--- config.mk ---
export PLATFORM = sky130hd
export DESIGN_NAME = emesh_rr_mux
export DESIGN_NICKNAME = d
export VERILOG_FILES = /design/src/rtl/emesh_rr_mux.sv
export SDC_FILE = /design/constraint.sdc
export NUM_CORES = 1
export LEC_CHECK = 0
export ABC_AREA = 1
export CORE_MARGIN = 3
export CORE_UTILIZATION = 30
export DETAILED_ROUTE_END_ITERATION = 8
export PLACE_DENSITY = 0.65
export SETUP_SLACK_MARGIN = 0.1
export SYNTH_ARGS = -nofsm -noshare
export SYNTH_HDL_FRONTEND = slang
export SYNTH_SLANG_ARGS = --single-unit
--- constraint.sdc ---
create_clock -name clk -period 2.7 [get_ports clk]
set_input_delay 0.54 -clock clk [delete_from_list [all_inputs] [get_ports clk]]
set_output_delay 0.54 -clock clk [all_outputs]
set_load 0.03 [all_outputs]
--- src/rtl/emesh_rr_mux.sv ---
// Three-way round-robin merge of cmesh/rmesh/xmesh packet streams into a single
// registered emesh output stage with valid/ready handshaking on every side.
module emesh_rr_mux #(
    parameter int AW = 32,
    parameter int PW = 2*AW+40
) (
    input  logic          clk,
    input  logic          reset,

    input  logic          cmesh_access_in,
    input  logic [PW-1:0] cmesh_packet_in,
    output logic          cmesh_ready_out,

    input  logic          rmesh_access_in,
    input  logic [PW-1:0] rmesh_packet_in,
    output logic          rmesh_ready_out,

    input  logic          xmesh_access_in,
    input  logic [PW-1:0] xmesh_packet_in,
    output logic          xmesh_ready_out,

    output logic          emesh_access_out,
    output logic [PW-1:0] emesh_packet_out,
    input  logic          emesh_ready_in
);

    // Bit 0 = C, bit 1 = R, bit 2 = X for the request, grant and pointer vectors.
    logic [2:0]    req;
    logic [2:0]    grant;
    logic [2:0]    ptr;
    logic          load_en;
    logic [PW-1:0] sel_packet;

    assign req     = {xmesh_access_in, rmesh_access_in, cmesh_access_in};
    assign load_en = ~emesh_access_out | emesh_ready_in;

    // Scan from the pointer position, wrapping X back to C; nothing is granted
    // while the stage is stalled or the block is in reset.
    always_comb begin
        grant = 3'b000;
        if (load_en && !reset) begin
            case (ptr)
                3'b010: begin
                    if      (req[1]) grant = 3'b010;
                    else if (req[2]) grant = 3'b100;
                    else if (req[0]) grant = 3'b001;
                end
                3'b100: begin
                    if      (req[2]) grant = 3'b100;
                    else if (req[0]) grant = 3'b001;
                    else if (req[1]) grant = 3'b010;
                end
                default: begin
                    if      (req[0]) grant = 3'b001;
                    else if (req[1]) grant = 3'b010;
                    else if (req[2]) grant = 3'b100;
                end
            endcase
        end
    end

    always_comb begin
        sel_packet = cmesh_packet_in;
        if (grant[1])
            sel_packet = rmesh_packet_in;
        else if (grant[2])
            sel_packet = xmesh_packet_in;
    end

    assign cmesh_ready_out = ~reset & ~(cmesh_access_in & ~grant[0]);
    assign rmesh_ready_out = ~reset & ~(rmesh_access_in & ~grant[1]);
    assign xmesh_ready_out = ~reset & ~(xmesh_access_in & ~grant[2]);

    // Rotating the grant left hands top priority to the input after the winner.
    always_ff @(posedge clk) begin
        if (reset) begin
            emesh_access_out <= 1'b0;
            emesh_packet_out <= '0;
            ptr              <= 3'b001;
        end else if (load_en) begin
            emesh_access_out <= |grant;
            if (|grant) begin
                emesh_packet_out <= sel_packet;
                ptr              <= {grant[1:0], grant[2]};
            end
        end
    end

endmodule

* Yosys cells after proc, flatten, opt, wreduce, memory -nomap -nowiden *
Index checks and enable logic that the tools add are counted.

word-level totals
  flip-flop bits (word level) = 108
  output and inout port bits = 108

operators by class
  equality and inequality tests = 2
  multiplexer cells = 13
  bitwise operators = 15
  reductions and logical operators = 4

operators with widths
  cell                                                             number
  104-bit two-way mux                                              2
  3-bit two-way mux                                                7
  1-bit inverter                                                   8
  1-bit AND                                                        6
  3-bit case mux with 2 select lines                               1
  2-bit two-way mux                                                2
  3-bit by 2-bit == test with 1-bit output, second input constant  1
  3-bit == test, second input constant                             1
  3-bit OR reduction                                               1
  2-bit AND reduction                                              1
  1-bit logical AND                                                1
  1-bit zero test                                                  1
  1-bit two-way mux                                                1
  1-bit bitwise OR                                                 1

* Logic depth before layout (Yosys ltp) *
Gate-level depths: netlist of the first run.

  depth in word-level cells = 9
  gate-level depth with buffers = 11
  mapped depth without buffers = 9

* Worst setup path after synthesis of the first run *
OpenSTA, ideal clock, no wires.

  path type = input to output
  from = input port reset
  to = output port xmesh_ready_out
  arrival = 1.801 ns
  slack = 0.359 ns
  cell stages on the path = 7
  path buffers = 2
  path through = inv_2 nand2_2 nor2_4 nand3_2 buf_2 buf_2 a21oi_1

between the ends
  cells in the longest elaborated chain, start to end = 7
  elaborated cells between the ends (all ways) = 8
  those cells by class = mux (1); bitwise (5); reduce/logical (2)

RTL lines
  item               RTL line  RTL
  from (decl)        8         input logic reset,
  1-bit zero test    41        if (load_en && !reset) begin
  1-bit logical AND  41
  3-bit two-way mux  41
  1-bit inverter     72        assign xmesh_ready_out = ~reset & ~(xmesh_access_in & ~grant[2]);
  1-bit AND          72
  1-bit inverter     72
  1-bit AND *        72
  to (decl)          20        output logic xmesh_ready_out,

Mark *: on every way between the ends. The rest lies on a longest branch, timed or not.

* Final worst setup path of the first run *
  from = input port emesh_ready_in
  to = output port rmesh_ready_out

between the ends
  cells in the longest elaborated chain, start to end = 7

RTL lines
  item               RTL line  RTL
  from (decl)        24        input logic emesh_ready_in
  1-bit bitwise OR   35        assign load_en = ~emesh_access_out | emesh_ready_in;
  1-bit logical AND  41
  3-bit two-way mux  41
  1-bit inverter     71        assign rmesh_ready_out = ~reset & ~(rmesh_access_in & ~grant[1]);
  1-bit AND          71
  1-bit inverter     71
  1-bit AND          71
  to (decl)          16        output logic rmesh_ready_out,

Every way passes these cells.

==> results.yml, run 1 <==
synth:
  ys_seq_area_frac: 0.284
  post_synth_inst_count: 1205
  yosys.area.top_type_share: 0.284
  synth.lib_cells_used.distinct: 22
  syn_nets: 1523
  netlist.top_cell.by_area: "dfxtp_1"
  synth_area_per_cell_um2: 6.32
  synthesis.area_um2: 7610
  synth_warnings: 0
  synth.ff_latch_count: 108
  netlist_top_cells_area: "dfxtp_1 (28%), nand4_1 (17%), nand2_1 (16%), nand3_1 (7.0%), or2_2 (6.2%)"
clock_tree:
  cts_inserted_buffers: 9
  root_buffer: "clkbuf_16"
  clk_latency_worst_skew_pair_ns: 0.36
  clock_sink_count: 108
  tritoncts: "yes"
  cts_max_path_buffers: 2
  cts-resized-gates: 0
  number_of_levels_in_the_clock_h_tree: 3
  clock_transition_at_the_register_clock_pins_on_the_worst_setup_and_hold_paths_after_cts_ns: 0.08
grt:
  grt_start_max_net_pins: 108
  globalRouteMet2Util: 0.399
  grt_antenna_before_repair: 7
  grt.overflow.total: 0
  first_global_vias: 9111
  wire_length_of_the_first_global_routing_pass_um: 51100
  groute.layer.met3.usage: 0.0763
  busiest_layer: "met2"
  groute.layer.met1.usage: 0.284
  grt.total_usage: 0.235
final_layout:
  drive_gt1_frac: 0.114
  layout.nets: 1878
  multi_input_comb_area_um2: 4500
  synthToLayoutAreaGrowth_pct: 65.3
  fillCellCount: 2468
  layout.area.seq_um2: 2160
  final_cell_area_um2: 12600
power:
  power.net_switching_uw: 2040
  power_frac_clock: 0.241
  p_seq_frac: 0.335
  p_leak_uw: 0.00546
  intPower_uw: 3550
  power.density_nw_per_um2: 445
  irDropWorstVdd_mv: 0.273
  comb_power_share: 0.423
  sw_frac_of_total: 0.364
hold_path:
  min_path_type: "flip-flop to flip-flop"
  whs_path_depth: 2
critical_path:
  critical_path.endpoint: "rmesh_ready_out"
  timing.critical_path.fanout_max: 24
  required_time_at_the_endpoint_of_the_critical_path_ns: 2.16
  timing_worst_setup_path_type: "primary input to output port"
  critPathLaunchType: "primary input"
  rr_startpoint: "ptr[2]"
  worst_r2r_path_depth: 11
  end_kind: "output port"
  worstSetupStartpoint: "emesh_ready_in"
  ff2ff_setup_slack_ns: 0.83
  cp.arrival_ns: 1.91
  worst_reg2reg_endpoint: "emesh_packet_out[25]"
sta:
  max_freq_mhz: 409
  post-route-min-period_ns: 2.45
  timing.clock.skew_ns: 0.0165
  worstMarginPinSlew_ns: 0.616
  rsz0062_at_grt: "false"
  finalSetupTns_ns: 0
  final_hold_violation_count: 0
  setup_viol: 0
  final_worst_path_period_share: 0.906
  finalMaxSlewViolations: 0
  max-slew-margin-rel: 0.589
routing:
  ant_nets: 0
  detail_route.iter0.violations: 785
  post_drt_wl_per_cell_um: 17.9
  remaining_drc_errors: 0
  finalWirelength_um: 33900
  avgViaCountPerCell: 5.07
  detailedRoute.firstPassIterationCount: 5
  num_vias: 9604
placed_design:
  port-buffer-count: 425
  post-dp-hpwl_um: 24100
  postPlaceCellArea_um2: 12300
  gp_routability_congestion: 0.812
job:
  maxCapViolCount: 0
floorplanning:
  initial_utilization: 0.309
  fp-row-count: 57
  area_of_the_core_um2: 24600
  fp.dieH_um: 165
  die_w_um: 165
  floorplan.io_pins: 426
  die-area_um2: 27300
status:
  result_of_the_run: "finished clean"
-- logic make-up (layout without fill, tap and decap cells) --
logic type,after synthesis,count (layout),share of synthesized area
buffers and inverters,232,592,0.131
AND/OR/NAND/NOR,755,755,0.498
flip-flops,108,108,0.284
AO/OA/AOI/OAI,110,110,0.0871
other,0,5,0
-- cell usage in the layout (no fill, tap or decap), types with 4 or more instances in the layout --
cell,count
a21oi_1,76
diode_2,5
nand3_1,106
clkbuf_16,9
nand4_1,209
nand2_1,322
clkdlybuf4s50_1,422
or2_0,10
a21oi_2,30
or2_1,19
buf_4,26
dfxtp_1,108
or2_2,75
o21ai_0,4
buf_12,19
inv_1,107
-- layer usage --
metal | part of all wire | vias to the layer above
li1 | - | 4761
met2 | 0.47 | 396
met5 | 0.00097 | -
met1 | 0.40 | 4399
met3 | 0.10 | 44
met4 | 0.020 | 4
-- area by class of cell --
| type | instances | area share |
|---|---|---|
| tap | 324 | 0.0322 |
| inverter | 109 | 0.0326 |
| antenna | 5 | 0.000995 |
| sequential | 108 | 0.172 |
| clock buffer | 11 | 0.0193 |
| multi-input combinational | 865 | 0.358 |
| timing repair buffer | 467 | 0.382 |
| clock inverter | 5 | 0.00348 |
-- registers in the layout (all words and copies together), names as in the netlist --
signal            count
ptr                   3
emesh_access_out      1
emesh_packet_out    104
-- Yosys cell counts --
master and count:
nor2_4 1, nand2_2 5, buf_1 10, buf_6 4, or2_1 19, buf_4 2, clkbuf_1 39, nand3_1 106
nand3_2 3, nor2_1 3, a21oi_1 76, or2_0 10, inv_2 2, inv_1 107, nand2_1 322, dfxtp_1 108
nor2_2 2, or2_2 75, o21ai_0 4, buf_2 68, nand4_1 209, a21oi_2 30
-- power by group through the flow --
stage	Clock [uW]	Combinational, uW	Sequential [uW]
2_1_floorplan	0	881	2260
3_3_place_gp	0	2350	1910
3_5_place_dp	0	2370	1910
5_1_grt	1440	2570	1900
6_report	1350	2370	1870
4_1_cts	1390	2380	1880
-- how the worst min path moves through the flow --
| stage | startpoint | to | slack (ns) |
|---|---|---|---|
| after global routing | ptr[1] | ptr[1] | 0.57 |
| after floorplan | ptr[1] | ptr[1] | 0.48 |
| after CTS | ptr[1] | ptr[1] | 0.52 |
| final | ptr[1] | ptr[1] | 0.52 |
| after global placement | ptr[1] | ptr[1] | 0.50 |
| after detailed placement | ptr[1] | ptr[1] | 0.50 |
-- worst max-delay path, stage by stage --
cell and delay, ns:
clkdlybuf4s50_1 0.46, inv_1 0.05, nand2_1 0.07, nand2_2 0.09, nor2_2 0.20, nand2_8 0.18, o21ai_0 0.12, buf_4 0.18
-- stage by stage --
step                      power, uW  worst slack [ns]   util  hold WS [ns]  instances
after global routing           5910             0.142  0.511         0.571       1894
after global placement         4260             0.220  0.499         0.499       1871
after floorplan                3140             0.359      -         0.482       1205
after CTS                      5640             0.205  0.510         0.516       1887
after detailed placement       4280             0.223  0.499         0.501       1871
final                          5590             0.254  0.511         0.517       1894
-- timing repair --
| item | CTS | global route |
|---|---|---|
| hold buffers | 0 | 0 |
| setup buffers | 0 | 2 |
| setup endpoints to repair | 0 | 1 |
(Power assumes the default switching activity.)
==> run 2: changes to the inputs <==
- clock period: 2.7 -> 2.5 ns (I/O delays scaled with it)
==> run 2 against run 1 <==
Against the previous run: via count decreased by 0.43%; global-route usage decreased by 0.20 points; total power increased by 13%; critical path depth unchanged; non-clock buffer count increased by 10; sequential cell count unchanged; clock skew decreased by 0.0018 ns; count of clock-buffer cells in the layout decreased by 1; register-to-register slack got worse by 0.17 ns; critical path type unchanged; largest cell class unchanged.
==> results.yml, run 2 (same netlist as run 1, synthesis figures left out) <==
clock_tree:
  clock_sink_count: 108
  root_buffer: "clkbuf_16"
  tritoncts: "yes"
  cts_max_path_buffers: 2
  post_cts_hold_buffer_count: 0
  clock_transition_at_the_register_clock_pins_on_the_worst_setup_and_hold_paths_after_cts_ns: 0.09
  clk_latency_worst_skew_pair_ns: 0.35
  number_of_levels_in_the_clock_h_tree: 3
  cts_inserted_buffers: 9
final_layout:
  top_regs: "emesh_packet_out x104, ptr x3, emesh_access_out x1"
  mostFrequentLayoutCells: "clkdlybuf4s50_1 (422), nand2_1 (322), nand4_1 (209)"
  registers.top_by_ff_count: "emesh_packet_out"
  drive_gt1_frac: 0.121
  most_frequent_standard_cell_in_the_layout_excluding_fill_and_tap_cells: "clkdlybuf4s50_1"
  largest_register_ffs: 104
  layout.nets: 1888
  layout.core_utilization: 0.519
  synthToLayoutAreaGrowth_pct: 67.7
grt:
  wire_length_of_the_first_global_routing_pass_um: 50700
  grt.overflow.total: 0
  grt_start_max_net_pins: 108
  first_global_vias: 9106
  grt_antenna_before_repair: 0
  grt.total_usage: 0.233
sta:
  rsz0062_at_grt: "true"
  max_freq_mhz: 419
  finalSetupTns_ns: 0
  setup_viol: 0
  post-route-worst-setup-slack_ns: 0.114
  final_hold_violation_count: 0
  timing.clock.skew_ns: 0.0147
  worstMarginPinSlew_ns: 0.588
  final_worst_path_period_share: 0.954
  finalMaxSlewViolations: 0
  max-slew-margin-rel: 0.608
  post-route-min-period_ns: 2.39
floorplanning:
  die_w_um: 165
  area_of_the_core_um2: 24600
  die-area_um2: 27300
  fp.dieH_um: 165
  fp-row-count: 57
  initial_utilization: 0.309
  floorplan.io_pins: 426
critical_path:
  rr_startpoint: "ptr[2]"
  required_time_at_the_endpoint_of_the_critical_path_ns: 2.00
  timing_worst_setup_path_type: "primary input to output port"
  timing.critical_path.fanout_max: 12
  worst_r2r_path_depth: 9
  critPathLaunchType: "primary input"
  worst_reg2reg_endpoint: "emesh_packet_out[99]"
  ff2ff_setup_slack_ns: 0.66
  end_kind: "output port"
  cp.arrival_ns: 1.89
routing:
  remaining_drc_errors: 0
  detailedRoute.firstPassIterationCount: 4
  finalWirelength_um: 33700
  post_drt_wl_per_cell_um: 17.7
  avgViaCountPerCell: 5.03
  ant_nets: 0
  detail_route.iter0.violations: 705
  num_vias: 9563
status:
  result_of_the_run: "finished clean"
power:
  power.density_nw_per_um2: 497
  irDropWorstVdd_mv: 0.248
  p_leak_uw: 0.00556
placed_design:
  post-dp-hpwl_um: 24400
  port-buffer-count: 425
  placement.setup.worst_slack_ns: 0.0618
  gp_routability_congestion: 0.819
job:
  maxCapViolCount: 0
hold_path:
  whs_path_depth: 2
  capture_endpoint_of_the_worst_hold_path: "ptr[0]"
  min_path_type: "flip-flop to flip-flop"
  hold_path.startpoint: "ptr[0]"
-- run 2: cell count changes in the layout (fill, tap and decap cells not counted), moves of 2 or more --
cell,previous run,this run
bufinv_16,0,3
diode_2,5,1
clkinvlp_4,2,0
buf_4,26,33
buf_12,19,22
-- run 2: layer usage --
layer / track usage / up-vias / wire [um]
met5: 0 / - / 0
met4: 0.0711 / 0 / 777
met3: 0.0691 / 37 / 3210
met2: 0.391 / 362 / 15800
met1: 0.289 / 4386 / 13900
li1: - / 4778 / -
-- run 2: how the worst max path moves through the flow --
stage / end / start / depth (start not counted) / slack (ns)
finish: rmesh_ready_out / emesh_ready_in / 8 / 0.11
global route: rmesh_ready_out / emesh_ready_in / 8 / 0.05
CTS: rmesh_ready_out / emesh_ready_in / 8 / 0.06
detailed placement: rmesh_ready_out / emesh_ready_in / 8 / 0.06
global placement: rmesh_ready_out / emesh_ready_in / 8 / 0.07
floorplan: xmesh_ready_out / reset / 7 / 0.24
-- run 2: worst max-delay path, cell delays in order --
cell and delay (ns):
clkdlybuf4s50_1 0.45, inv_1 0.08, nand2_1 0.09, nand2_2 0.11
nor2_4 0.16, nand2_8 0.14, o21ai_0 0.18, buf_12 0.17
-- run 2: through the flow --
step / total power, uW / instances / hold WS (ns) / cell area [um^2]
after floorplan: 3390 / 1205 / 0.482 / 7610
after global placement: 4620 / 1880 / 0.502 / 12400
after detailed placement: 4640 / 1880 / 0.511 / 12400
after CTS: 6420 / 1896 / 0.528 / 12700
after global routing: 6690 / 1899 / 0.551 / 12800
final: 6340 / 1900 / 0.532 / 12800
-- run 2: what timing repair did --
| action | CTS | global route |
|---|---|---|
| gates resized for setup | 1 | 3 |
| endpoints found under the setup margin | 3 | 3 |
| pin swaps | 0 | 2 |
| buffers inserted | 0 | 3 |
| endpoints found under the hold margin | 0 | 0 |
-- run 2: report_power, final --
| group | total (uW) | switching [uW] | internal [uW] |
|---|---|---|---|
| logic | 2580 | 1360 | 1220 |
| registers | 2030 | 105 | 1920 |
| clock network | 1740 | 723 | 1020 |
| total | 6340 | 2190 | 4160 |
-- run 2: layout make-up --
type	count	area (um^2)
antenna	1	2.50
clock buffer	10	239
clock inverter	6	116
fill	2478	11800
inverter	109	410
multi-input combinational	865	4510
sequential	108	2160
tap	324	405
timing repair buffer	477	4910
